File: src/rtl/hex_scroller.sv
// hex_scroller: rotates a loadable message of hex symbols across a bank of
// active-low 7-segment displays, either on a programmable timer tick
// (RUNNING) or one position per manual step pulse (PAUSED).
//
// Optional feature macro: HEX_SCROLLER_BLANK_PAD_EN
//   When defined, NUM_DIGITS blank positions follow the message so it
//   scrolls fully off the displays before repeating.
//
// Control inputs (load/start/stop/step) are single-cycle pulses sampled on
// the rising edge of CLOCK_50. There is no handshake: each pulse is acted on
// in the cycle it is seen and never back-pressured.
module hex_scroller #(
    parameter int NUM_DIGITS = 3,
    parameter int MSG_LEN    = 3,
    parameter int SYM_W      = 4,
    parameter int TICK_DIV   = 50000000,
`ifdef HEX_SCROLLER_BLANK_PAD_EN
    localparam int SEQ_LEN   = MSG_LEN + NUM_DIGITS,
`else
    localparam int SEQ_LEN   = MSG_LEN,
`endif
    localparam int OFF_W     = (SEQ_LEN > 1) ? $clog2(SEQ_LEN) : 1
) (
    input  logic                     CLOCK_50,
    input  logic                     resetn,
    input  logic [MSG_LEN*SYM_W-1:0] msg_in,
    input  logic                     load,
    input  logic                     start,
    input  logic                     stop,
    input  logic                     step,
    input  logic                     dir,
    output logic [NUM_DIGITS*7-1:0]  hex_out,
    output logic [OFF_W-1:0]         offset,
    output logic                     running
);

    localparam int               PRE_W   = (TICK_DIV > 1) ? $clog2(TICK_DIV) : 1;
    localparam logic [PRE_W-1:0] PRE_MAX = PRE_W'(TICK_DIV - 1);
    localparam logic [OFF_W-1:0] OFF_MAX = OFF_W'(SEQ_LEN - 1);
    localparam logic [6:0]       SEG_ZERO  = 7'b1000000;
    localparam logic [6:0]       SEG_BLANK = 7'b1111111;

    typedef enum logic {
        PAUSED  = 1'b0,
        RUNNING = 1'b1
    } state_t;

    state_t                     state_q;
    state_t                     state_d;
    logic [PRE_W-1:0]           presc_q;
    logic [PRE_W-1:0]           presc_d;
    logic                       tick;
    logic                       advance;
    logic [MSG_LEN*SYM_W-1:0]   msg_reg;
    logic [OFF_W-1:0]           off_next;
    logic [NUM_DIGITS*7-1:0]    hex_d;
    int                         pos;
    logic [3:0]                 nib;
    logic                       blank;

    // Active-low segment pattern for one hex digit (bit 0 = seg a).
    function automatic logic [6:0] seg7(input logic [3:0] v);
        logic [6:0] s;
        case (v)
            4'h0: s = 7'b1000000;
            4'h1: s = 7'b1111001;
            4'h2: s = 7'b0100100;
            4'h3: s = 7'b0110000;
            4'h4: s = 7'b0011001;
            4'h5: s = 7'b0010010;
            4'h6: s = 7'b0000010;
            4'h7: s = 7'b1111000;
            4'h8: s = 7'b0000000;
            4'h9: s = 7'b0010000;
            4'hA: s = 7'b0001000;
            4'hB: s = 7'b0000011;
            4'hC: s = 7'b1000110;
            4'hD: s = 7'b0100001;
            4'hE: s = 7'b0000110;
            default: s = 7'b0001110;
        endcase
        return s;
    endfunction

    // FSM next state, prescaler next value and advance decision.
    // stop beats start; load cancels any advance and clears the prescaler.
    // The prescaler is zero whenever the next state is PAUSED, so the first
    // automatic step lands exactly TICK_DIV cycles after start.
    always_comb begin
        state_d = state_q;
        presc_d = '0;
        tick    = 1'b0;
        advance = 1'b0;
        case (state_q)
            PAUSED: begin
                if (start && !stop) begin
                    state_d = RUNNING;
                end
                advance = step;
            end
            RUNNING: begin
                if (stop) begin
                    state_d = PAUSED;
                end
                tick    = (presc_q == PRE_MAX);
                advance = tick;
                if (!tick && state_d == RUNNING) begin
                    presc_d = presc_q + PRE_W'(1);
                end
            end
            default: state_d = PAUSED;
        endcase
        if (load) begin
            advance = 1'b0;
            presc_d = '0;
        end
    end

    // Next offset in the requested direction, wrapping modulo SEQ_LEN.
    always_comb begin
        off_next = offset;
        if (dir) begin
            off_next = (offset == '0) ? OFF_MAX : offset - OFF_W'(1);
        end else begin
            off_next = (offset == OFF_MAX) ? '0 : offset + OFF_W'(1);
        end
    end

    // Build every digit's segments from the current offset and message.
    // Positions at or beyond MSG_LEN only exist with blank padding enabled.
    always_comb begin
        hex_d = '0;
        pos   = 0;
        nib   = '0;
        blank = 1'b1;
        for (int i = 0; i < NUM_DIGITS; i++) begin
            pos   = (int'(offset) + i) % SEQ_LEN;
            nib   = '0;
            blank = 1'b1;
            for (int k = 0; k < MSG_LEN; k++) begin
                if (pos == k) begin
                    nib   = 4'(msg_reg[k*SYM_W +: SYM_W]);
                    blank = 1'b0;
                end
            end
            hex_d[i*7 +: 7] = blank ? SEG_BLANK : seg7(nib);
        end
    end

    // FSM state register; running is registered alongside it.
    always_ff @(posedge CLOCK_50 or negedge resetn) begin
        if (!resetn) begin
            state_q <= PAUSED;
            running <= 1'b0;
        end else begin
            state_q <= state_d;
            running <= (state_d == RUNNING);
        end
    end

    // Scroll-rate prescaler.
    always_ff @(posedge CLOCK_50 or negedge resetn) begin
        if (!resetn) begin
            presc_q <= '0;
        end else begin
            presc_q <= presc_d;
        end
    end

    // Message latch and rotation offset; load restarts from position 0.
    always_ff @(posedge CLOCK_50 or negedge resetn) begin
        if (!resetn) begin
            msg_reg <= '0;
            offset  <= '0;
        end else if (load) begin
            msg_reg <= msg_in;
            offset  <= '0;
        end else if (advance) begin
            offset  <= off_next;
        end
    end

    // Registered segment outputs (one cycle behind offset/msg_reg).
    always_ff @(posedge CLOCK_50 or negedge resetn) begin
        if (!resetn) begin
            hex_out <= {NUM_DIGITS{SEG_ZERO}};
        end else begin
            hex_out <= hex_d;
        end
    end

endmodule
File: config.mk
export PLATFORM = sky130hd
export DESIGN_NAME = hex_scroller
export DESIGN_NICKNAME = d
export VERILOG_FILES = /design/src/rtl/hex_scroller.sv
export SDC_FILE = /design/constraint.sdc
export NUM_CORES = 1
export LEC_CHECK = 0
export CORE_ASPECT_RATIO = 1.4
export CORE_UTILIZATION = 35
export DETAILED_ROUTE_END_ITERATION = 8
export PLACE_DENSITY_LB_ADDON = 0.1
export SETUP_SLACK_MARGIN = 0.15
export SYNTH_ARGS = -nofsm -noshare
export SYNTH_HDL_FRONTEND = slang
export SYNTH_SLANG_ARGS = --single-unit
File: constraint.sdc
create_clock -name CLOCK_50 -period 2.6 [get_ports CLOCK_50]
set_clock_uncertainty 0.1 [all_clocks]
set_input_delay 0.39 -clock CLOCK_50 [delete_from_list [all_inputs] [get_ports CLOCK_50]]
set_output_delay 0.39 -clock CLOCK_50 [all_outputs]
set_load 0.1 [all_outputs]
==> flow_summary.json <==
{
  "p_leak_nw": 1.92,
  "finalWirelength_um": 8370,
  "final_layout_size_suffix_gt1_share_pct": 23.4,
  "synth_edf_count": 0,
  "cts_root_buf": "clkbuf_16",
  "stdcell_count": 546,
  "p_clk_share_pct": 30.1,
  "vias_per_cell": 5.12,
  "route.detailed.drc": 0,
  "syn-instance-count": 359,
  "synth_ff_type": "dfrtp_1",
  "cts_buffers": 9,
  "die_w_um": 87.9,
  "vias": 2794,
  "crit_path_end_kind": "flop",
  "firstDrtPassIters": 4,
  "grt_pass1_wl_um": 13900,
  "wl_per_cell_um": 15.3,
  "setup_tns_ns": 0,
  "seqPwrFrac_pct": 27.3,
  "grt_pass1_vias": 2854,
  "top_layer": "met4",
  "critPathKind": "flop to flop",
  "cts_sinks": 62,
  "max_slew_margin_pct": 68.4,
  "rsz0062_at_grt": "false",
  "place_inst": 529,
  "synth_cell_types": 51,
  "min_path_type": "flop to flop",
  "overflow": 0,
  "cts_tree": "yes",
  "diodes": 0,
  "fin_crit_sh_pct": 88.9,
  "start_kind": "flop",
  "crit_required_ns": 2.73,
  "path_cells": "inv_4 > ha_4 > or3b_4 > a2bb2oi_4 > inv_2 > ha_1 > inv_1 > nor3_1 > a21o_1",
  "htreeDepth": 3,
  "status": "finished clean",
  "worst-path-buf-inv": 3,
  "crit_path_max_incr_delay_ns": 0.51,
  "syn-num-nets": 399,
  "initial_core_util_pct": 36.3,
  "largest_reg_flops": 26,
  "nFillCells": 949,
  "nNetsFinal": 446,
  "clk_pin_slew_worst_paths_ns": 0.06,
  "p_per_area_nw_per_um2": 954,
  "cp_slowest_cell": "dfrtp_4",
  "cp_top_family": "adder cells",
  "port_buffers": 42,
  "gp_congestion": 0.825,
  "tightest_slew_ns": 0.472,
  "hpwl_um": 6310,
  "internal_power_mw": 2.47,
  "critPathMaxFanout": 22,
  "period_needed_ns": 2.31,
  "wl_met3_um": 214,
  "insertion_delay_ns": 0.33,
  "vdd_ir_drop_max_mv": 0.508,
  "swShare_pct": 43.4,
  "finalHoldViolations": 0,
  "core_area_um2": 9950,
  "placementRows": 43,
  "cts_buffer_depth": 2,
  "synthArstFlopShare_pct": 100,
  "setup_violations": 0,
  "drtIter0Drc": 118,
  "finalMaxSlewViolations": 0,
  "ioPinCount": 43,
  "dr_wl_met2_um": 4510,
  "grt_max_degree": 23,
  "pwr-share-comb_pct": 42.5,
  "area_delta_synth_final_pct": 26.6,
  "met1Wirelength_um": 3550,
  "avgSynthCellArea_um2": 10.1,
  "final_antenna_net_count": 0,
  "dieArea_um2": 10800,
  "yosysSeqAreaShare_pct": 43.0,
  "synth_warnings": 0,
  "fmax_mhz": 433,
  "syn-cell-area_um2": 3620,
  "grtUsageTotal_pct": 17.0,
  "p_switching_mw": 1.90,
  "crit_arrival_ns": 2.44,
  "synth.ff_latch_count": 62,
  "antenna_found_initial": 0,
  "drv_cap": 0,
  "die_h_um": 122
}
## worst register-to-register path: stages, from the launching register on
cell	delay [ns]
dfrtp_4	0.51
inv_4	0.09
ha_4	0.27
or3b_4	0.43
a2bb2oi_4	0.20
inv_2	0.07
ha_1	0.27
inv_1	0.07
nor3_1	0.05
a21o_1	0.15
## layer usage
layer  vias to the layer above  track usage (%)
li1                       1397                -
met2                        36             31.0
met1                      1353             19.1
met5                         -                0
met3                         8             3.43
met4                         0             6.25
## per-stage QoR
stage	worst slack (ns)	total power, mW	hold WS [ns]	util (%)	area (um^2)
after floorplan	0.147	2.67	-0.00559	-	3720
after global placement	0.284	3.07	0.276	42.6	4240
after detailed placement	0.178	3.08	0.283	42.6	4240
after CTS	0.180	4.42	0.414	45.9	4570
after global routing	0.152	4.56	0.434	46.0	4580
final	0.289	4.37	0.412	46.0	4580
## cell usage in the layout, fill, tap and decap left out, types with 7 or more instances in the layout
master           count
o31ai_1             10
dfrtp_1             57
nand3_1             21
ha_1                17
mux2_2              12
xnor2_1              7
clkdlybuf4s50_1     17
or4_1                9
xor2_1               7
buf_4               34
mux2i_1             19
clkbuf_16            9
nor2_1              22
nand2_1             18
o21ai_0              7
a21oi_1             17
inv_1               16
## cell usage after synthesis (5+ instances only)
cell      count  area share (%)
dfrtp_1      59              41
nor2_1       22             2.3
ha_1         21             7.3
nand3_1      21             2.9
inv_1        20             2.1
mux2i_1      19             5.3
a21oi_1      18             2.5
nand2_1      18             1.9
mux2_2       12             3.7
clkbuf_1     10             1.0
o31ai_1      10             2.1
or4_1         9             1.9
o21ai_0       7            0.97
xnor2_1       7             1.7
xor2_1        7             1.7
and3_1        6             1.0
buf_2         6            0.83
nand2b_1      6             1.0
nor3b_1       6             1.2
o22ai_1       6             1.0
nand4_1       5            0.86
nor2b_1       5            0.86
or3_1         5            0.86
## power by group through the flow
stage	registers, mW	clock network, mW	logic, mW
floorplan	2.13	0	0.549
global placement	1.21	0	1.86
detailed placement	1.22	0	1.87
CTS	1.20	1.35	1.87
global route	1.21	1.39	1.97
finish	1.20	1.32	1.86
## cell families (layout without fill, tap and decap cells)
kind of cell	after synthesis	after routing	share of synthesized area [%]
AND/OR/NAND/NOR	125	125	19.8
XOR/XNOR	14	14	3.39
AO/OA/AOI/OAI	68	68	13.2
buffers and inverters	37	89	4.05
flip-flops	62	62	43.0
adder cells (fa/ha/maj)	21	21	7.26
multiplexers	32	32	9.30
## worst paths after layout
check,to,slack (ns),depth (start not counted),from
max,hex_out[1],0.29,9,offset[0]
min,presc_q[0],0.41,1,presc_q[0]
max reg2reg,hex_out[1],0.29,9,offset[0]
min reg2reg,presc_q[0],0.41,1,presc_q[0]
max in group asynchronous,hex_out[20],1.26,3,resetn
min in group asynchronous,presc_q[23],0.44,2,resetn
## cell type report
cell class | instances | area (um^2) | share of cell area [%]
clock buffers | 11 | 243 | 5.30
clock inverters | 5 | 82.6 | 1.80
inverters | 20 | 80.1 | 1.75
multi-input cells | 260 | 2000 | 43.7
flip-flops and latches | 62 | 1560 | 34.1
well taps | 135 | 169 | 3.69
repair buffers | 53 | 440 | 9.61
## timing repair
item                                   4_1_cts  5_1_grt
setup endpoints to repair                    0       12
endpoints found under the hold margin       17        0
hold buffers                                 1        0
setup buffers                                0        0
gates resized for setup                      0        3
Power figures use the tool's default switching activity.
